--- config.mk ---
export PLATFORM = sky130hd
export DESIGN_NAME = fetch_unit
export DESIGN_NICKNAME = d
export VERILOG_FILES = /design/src/rtl/aww_types_pkg.sv /design/src/rtl/fetch_redirect_buf.sv /design/src/rtl/fetch_unit.sv
export SDC_FILE = /design/constraint.sdc
export NUM_CORES = 1
export LEC_CHECK = 0
export BUFFER_PORTS_ARGS = -buffer_cell sky130_fd_sc_hd__buf_2
export CORE_ASPECT_RATIO = 0.5
export CORE_MARGIN = 4
export CORE_UTILIZATION = 46
export CTS_CLUSTER_SIZE = 20
export DETAILED_ROUTE_END_ITERATION = 16
export HOLD_SLACK_MARGIN = 0.06
export PLACE_DENSITY_LB_ADDON = 0.15
export SLEW_MARGIN = 15
export SYNTH_ARGS = -nofsm -noshare
export SYNTH_HDL_FRONTEND = slang
export SYNTH_SLANG_ARGS = --single-unit
--- constraint.sdc ---
create_clock -name CLK -period 2.4 [get_ports CLK]
set_input_delay 0.24 -clock CLK [delete_from_list [all_inputs] [get_ports CLK]]
set_output_delay 0.24 -clock CLK [all_outputs]
set_load 0.05 [all_outputs]
--- src/rtl/aww_types_pkg.sv ---
`default_nettype none
// ============================================================================
//  Module      : aww_types_pkg
//  Description : Shared types and constants for the aww pipeline front end.
//  Revision    : 1.0  initial release
// ============================================================================
package aww_types_pkg;

    typedef logic [31:0] word_t;

    localparam word_t PC_STEP = 32'd4;

    // Explicit 2-bit encoding so the state register width is fixed.
    typedef enum logic [1:0] {
        FETCH   = 2'd0,
        PENDING = 2'd1,
        HALTED  = 2'd2
    } fetch_state_t;

    typedef struct packed {
        logic  valid;
        logic  is_branch;
        word_t target;
    } redirect_t;

    // Instruction addresses are word aligned; low bits of a target are dropped.
    function automatic word_t align_target(input word_t t);
        return {t[31:2], 2'b00};
    endfunction

endpackage
`default_nettype wire

--- src/rtl/fetch_redirect_buf.sv ---
`default_nettype none
// ============================================================================
//  Module      : fetch_redirect_buf
//  Description : Holds a redirect across stalls and resolves branch/jump
//                priority, presenting the single live redirect.
//  Revision    : 1.0  initial release
// ============================================================================
module fetch_redirect_buf
    import aww_types_pkg::*;
(
    input  logic      CLK,
    input  logic      RST,
    input  logic      en_i,        // redirects may be live this cycle
    input  logic      hold_i,      // keep the live redirect for next cycle
    input  logic      br_taken_i,
    input  word_t     br_target_i,
    input  logic      jmp_valid_i,
    input  word_t     jmp_target_i,
    output redirect_t live_o
);

    redirect_t buf_q;
    redirect_t buf_d;
    redirect_t incoming;
    redirect_t live;

    // Resolve incoming vs buffered redirect; branch is always the older instruction.
    always_comb begin
        incoming = '0;
        if (br_taken_i) begin
            incoming.valid     = 1'b1;
            incoming.is_branch = 1'b1;
            incoming.target    = align_target(br_target_i);
        end else if (jmp_valid_i) begin
            incoming.valid     = 1'b1;
            incoming.is_branch = 1'b0;
            incoming.target    = align_target(jmp_target_i);
        end

        if (buf_q.valid) begin
            // A buffered jump loses to a new branch; a buffered branch makes
            // any newer jump a wrong-path one.
            if (!buf_q.is_branch && incoming.valid && incoming.is_branch) begin
                live = incoming;
            end else begin
                live = buf_q;
            end
        end else begin
            live = incoming;
        end

        if (!en_i) begin
            live = '0;
        end

        buf_d  = hold_i ? live : '0;
        live_o = live;
    end

    // Buffer register; cleared by reset and whenever the redirect is consumed.
    always_ff @(posedge CLK) begin
        if (RST) begin
            buf_q <= '0;
        end else begin
            buf_q <= buf_d;
        end
    end

endmodule
`default_nettype wire

--- src/rtl/fetch_unit.sv ---
`default_nettype none
// ============================================================================
//  Module      : fetch_unit
//  Description : Instruction-fetch stage: PC register, redirect handling,
//                halt freeze and IF/ID presentation.
//  Revision    : 1.0  initial release
// ============================================================================
module fetch_unit
    import aww_types_pkg::*;
#(
    parameter logic [31:0] PC_INIT = 32'h0000_0000
) (
    input  logic        CLK,
    input  logic        RST,
    input  logic        pc_WEN,
    input  logic        dpif_ihit,
    input  logic [31:0] imemload,
    input  logic        br_taken,
    input  logic [31:0] br_target,
    input  logic        jmp_valid,
    input  logic [31:0] jmp_target,
    input  logic        exmem_halt,
    output logic        imemREN,
    output logic [31:0] imemaddr,
    output logic        fetch_valid,
    output logic [31:0] fetch_instr,
    output logic [31:0] fetch_pc,
    output logic [31:0] fetch_npc,
    output logic        npc_change,
    output logic [0:1]  flushes,
    output logic        halted
);

    fetch_state_t state_q;
    fetch_state_t state_d;
    word_t        pc_q;
    word_t        pc_d;
    word_t        pc_plus4;
    redirect_t    live;
    logic         redir_en;
    logic         redir_hold;

    assign pc_plus4 = pc_q + PC_STEP;

    // Halt and reset both outrank any redirect; nothing is live while halted.
    assign redir_en   = !RST && !exmem_halt && (state_q != HALTED);
    assign redir_hold = redir_en && !pc_WEN;

    fetch_redirect_buf u_redirect_buf (
        .CLK          (CLK),
        .RST          (RST),
        .en_i         (redir_en),
        .hold_i       (redir_hold),
        .br_taken_i   (br_taken),
        .br_target_i  (br_target),
        .jmp_valid_i  (jmp_valid),
        .jmp_target_i (jmp_target),
        .live_o       (live)
    );

    // State and PC registers.
    always_ff @(posedge CLK) begin
        if (RST) begin
            state_q <= FETCH;
            pc_q    <= PC_INIT;
        end else begin
            state_q <= state_d;
            pc_q    <= pc_d;
        end
    end

    // Next-state and next-PC selection.
    always_comb begin
        state_d = state_q;
        pc_d    = pc_q;
        if (exmem_halt) begin
            state_d = HALTED;
        end else begin
            case (state_q)
                FETCH: begin
                    if (pc_WEN) begin
                        pc_d = live.valid ? live.target : pc_plus4;
                    end else if (live.valid) begin
                        state_d = PENDING;
                    end
                end
                PENDING: begin
                    if (pc_WEN) begin
                        pc_d    = live.target;
                        state_d = FETCH;
                    end
                end
                HALTED: begin
                    state_d = HALTED;
                end
                default: begin
                    state_d = FETCH;
                end
            endcase
        end
    end

    // Output decode; flushes[0] is IF/ID, flushes[1] is ID/EX (branch only).
    always_comb begin
        imemREN     = !RST && (state_q != HALTED);
        npc_change  = live.valid;
        flushes     = live.valid ? {1'b1, live.is_branch} : 2'b00;
        fetch_valid = dpif_ihit && imemREN && !npc_change;
        fetch_instr = imemload;
        fetch_pc    = pc_q;
        fetch_npc   = pc_plus4;
        imemaddr    = pc_q;
        halted      = (state_q == HALTED);
    end

endmodule
`default_nettype wire

==> metrics.md <==
| Metric | Value |
|---|---|
| Initial Util | `a little under half` |
| Worst Path Required | `2.16 ns` |
| Part of the power in the clock network | `between 40 and 50%` |
| Gr usage total | `between 20% and 30%` |
| Via density | `5.85` |
| Max Buffers Root-to-Sink | `2` |
| Max Fclk | `430 MHz` |
| Via count | `4695` |
| HPWL after DPL | `about 11000 microns` |
| Clk_lat worst skew | `between 0.3 and 0.4 ns` |
| Slew Limit Fails | `0` |
| Fillers | `between 800 and 900` |
| Sequential share of the synthesized area | `between 30 and 40%` |
| Register Area | `~1400 sq um` |
| Final ANT Viol Nets | `0` |
| Hold Fails Final Rpt | `0` |
| Fin Setup TNS | `0 ns` |
| Core Area | `~9400 sq um` |
| Multi-input combinational cell area | `2740 sq um` |
| Syn Inst Count | `533` |
| Setup crit end kind | `primary output` |
| Fin Hold WS | `roughly 0.25 ns` |
| Initial antenna violation count | `0` |
| Outcome | `completed` |
| Netlist Area Pre-Place | `between 4000 and 5000 sq um` |
| PortBufs | `between 150 and 200` |
| Count of cell types in the netlist | `65` |
| # diodes | `0` |
| Switching part of the total | `30.1%` |
| GR Util met2 | `approximately 38%` |
| Die Ht | `a little under 80 microns` |
| Asr flop ratio synth | `0%` |
| Synthesis-stage register bit count | `about 70` |
| P&R area growth vs syn | `36.4%` |
| Ys flop type | `dfxtp_1` |
| CTS root buf | `clkbuf_16` |
| PwrDens | `approximately 550 nW/um^2` |
| Placer congestion estimate | `~0.84` |
| CTS clock-pin slew for the worst setup and hold paths | `roughly 0.060 ns` |
| Synth warnings | `0` |
| Leak | `2.83 nW` |
| Final Skew | `~0.0046 ns` |
| First-pass GRT wire length | `23400 microns` |
| Busiest layer in global routing | `met2` |
| HP Class | `primary input to flip-flop` |
| Vias in the first global route | `about 4200` |
| Commonest non-fill, non-tap cell in the layout | `buf_2` |
| Core Rows | `25` |
| CTS tree | `yes` |
| Final setup vio count | `0` |
| CP arrival | `roughly 2.1 ns` |
| Worst slew margin | `a little over two fifths` |
| Worst Tran Pin Value | `approximately 0.87 ns` |
| Peak supply drop | `between 0.4 and 0.5 mV` |
| Max_cap viols | `0` |
| Drt first-iter violations | `roughly 520` |
| Full die area | `between 10000 and 15000 sq um` |
| DR pass1 iterations | `5` |
| Routed wire length | `15600 microns` |
| H-tree depth | `3` |
| Period utilization | `a little over nine tenths` |
| Reg power frac | `between 30% and 40%` |
| Syn_nets | `~640` |
| Number of enable flip-flop cells after synthesis | `0` |
| Setup CP Type | `flip-flop to primary output` |
| RSZ-0062 raised after global routing | `true` |
| Share of cells above drive strength 1 | `around half` |
| GRT met3 Usage | `approximately 8.0%` |
| Routed wire per std cell | `19.5 microns` |
| Most frequent cells in the layout | `153 x buf_2, 66 x buf_4, 48 x dfxtp_1, 33 x nor2_1, 28 x nand2_1` |
| CTS Sinks | `slightly below 70` |
| Pint | `about 2.4 mW` |
| Met1 usage | `roughly 37%` |
| DRC errors left | `0` |
| Final Net Count | `767` |
| Min Tclk post-route | `around 2.3 ns` |
| Setup slack, reg-to-reg | `0.28 ns` |
| Largest net degree at the start of global routing | `28` |
| Worst-path maximum fanout | `10` |
| Logic pwr share | `roughly a fifth` |
| CTS Buf Count | `9` |
| Critical Path Source Type | `flip-flop` |
| Chip Width | `147 microns` |
| I/O Pins | `about 240` |
| Syn avg cell area | `8.39 sq um` |
| Global route overflow | `0` |
| CTS Hold Bufs | `0` |
| P_sw | `1.01 mW` |
per-stage QoR:
stage	std cells	util (%)	cell area, sq um	setup slack (ns)	power (mW)
floorplan	533	-	4760	-0.0950	1.82
global placement	773	57.9	5470	0.122	1.87
detailed placement	773	57.9	5470	0.107	1.87
CTS	797	63.1	5960	0.0000286	3.37
global route	803	64.6	6100	-0.0358	3.47
finish	803	64.6	6100	0.0724	3.36
final timing paths:
check,startpoint,endpoint,depth (start not counted)
worst max-delay path,fetch_pc[10],fetch_npc[21],5
worst min-delay path,jmp_valid,u_redirect_buf.buf_q[33],3
worst max register to register,u_redirect_buf.buf_q[33],fetch_pc[27],6
worst min register to register,fetch_pc[1],fetch_pc[1],2
critical path, cell delays in order, from the launching register on:
cell and delay (ns):
dfxtp_2 0.41, nand2_4 0.13, or4_4 0.59, nor3_4 0.30, xor2_4 0.16, buf_6 0.17
cells in the mapped netlist (5+ instances only):
library cell	instances	area (sq um)
inv_1	11	41.3
buf_4	68	510
a21oi_1	11	55.1
a32o_1	8	80.1
nor4_1	6	37.5
a222oi_1	6	60.1
o21ai_0	18	90.1
a211o_1	5	43.8
buf_2	11	55.1
o211ai_1	14	105
nand3_1	14	70.1
clkbuf_1	29	109
dfxtp_1	68	1360
nor2_1	35	131
xor2_1	10	87.6
nand4_1	11	68.8
xnor2_1	17	149
a22o_1	8	70.1
or3_1	6	37.5
mux2i_1	6	60.1
nand2_1	30	113
and3_1	8	50.1
a31oi_1	12	75.1
nand3b_1	5	37.5
or4_1	6	45.0
a221o_1	15	150
nor3_1	18	90.1
state kept, by name, summed over array words and instances, names as in the netlist:
signal and flops:
u_redirect_buf.buf_q 34, state_q 2, fetch_pc 32
what timing repair did:
item                                    4_1_cts  5_1_grt
resized for setup                            23       29
setup buffers                                 8        6
endpoints found under the setup margin       16       16
pin swaps                                     8        8
power by group through the flow:
stage               combinational (mW)  sequential [mW]  clock, mW
finish                           0.674             1.19       1.50
global route                     0.712             1.19       1.57
CTS                              0.660             1.19       1.52
detailed placement               0.653             1.21          0
global placement                 0.651             1.21          0
floorplan                        0.541             1.28          0
kinds of logic after synthesis:
family | after synthesis | synth area share (%)
buf+inv | 124 | 16.5
compound gates | 130 | 22.5
simple gates | 172 | 22.4
fa+ha+maj | 1 | 0.280
mux | 11 | 2.60
flops | 68 | 30.4
xor+xnor | 27 | 5.29
layout make-up:
class / count / share of cell area, %
multi-input cells: 341 / 45.0
flip-flops and latches: 68 / 23.1
clock inverters: 6 / 1.54
repair buffers: 231 / 22.8
clock buffers: 10 / 4.10
well taps: 135 / 2.77
inverters: 12 / 0.739
metal layers:
layer / vias to the layer above / routed length [microns]
li1: 2192 / -
met5: - / 0
met2: 208 / 7020
met1: 2260 / 6760
met4: 0 / 263
met3: 35 / 1580
Power figures use the tool's default switching activity.
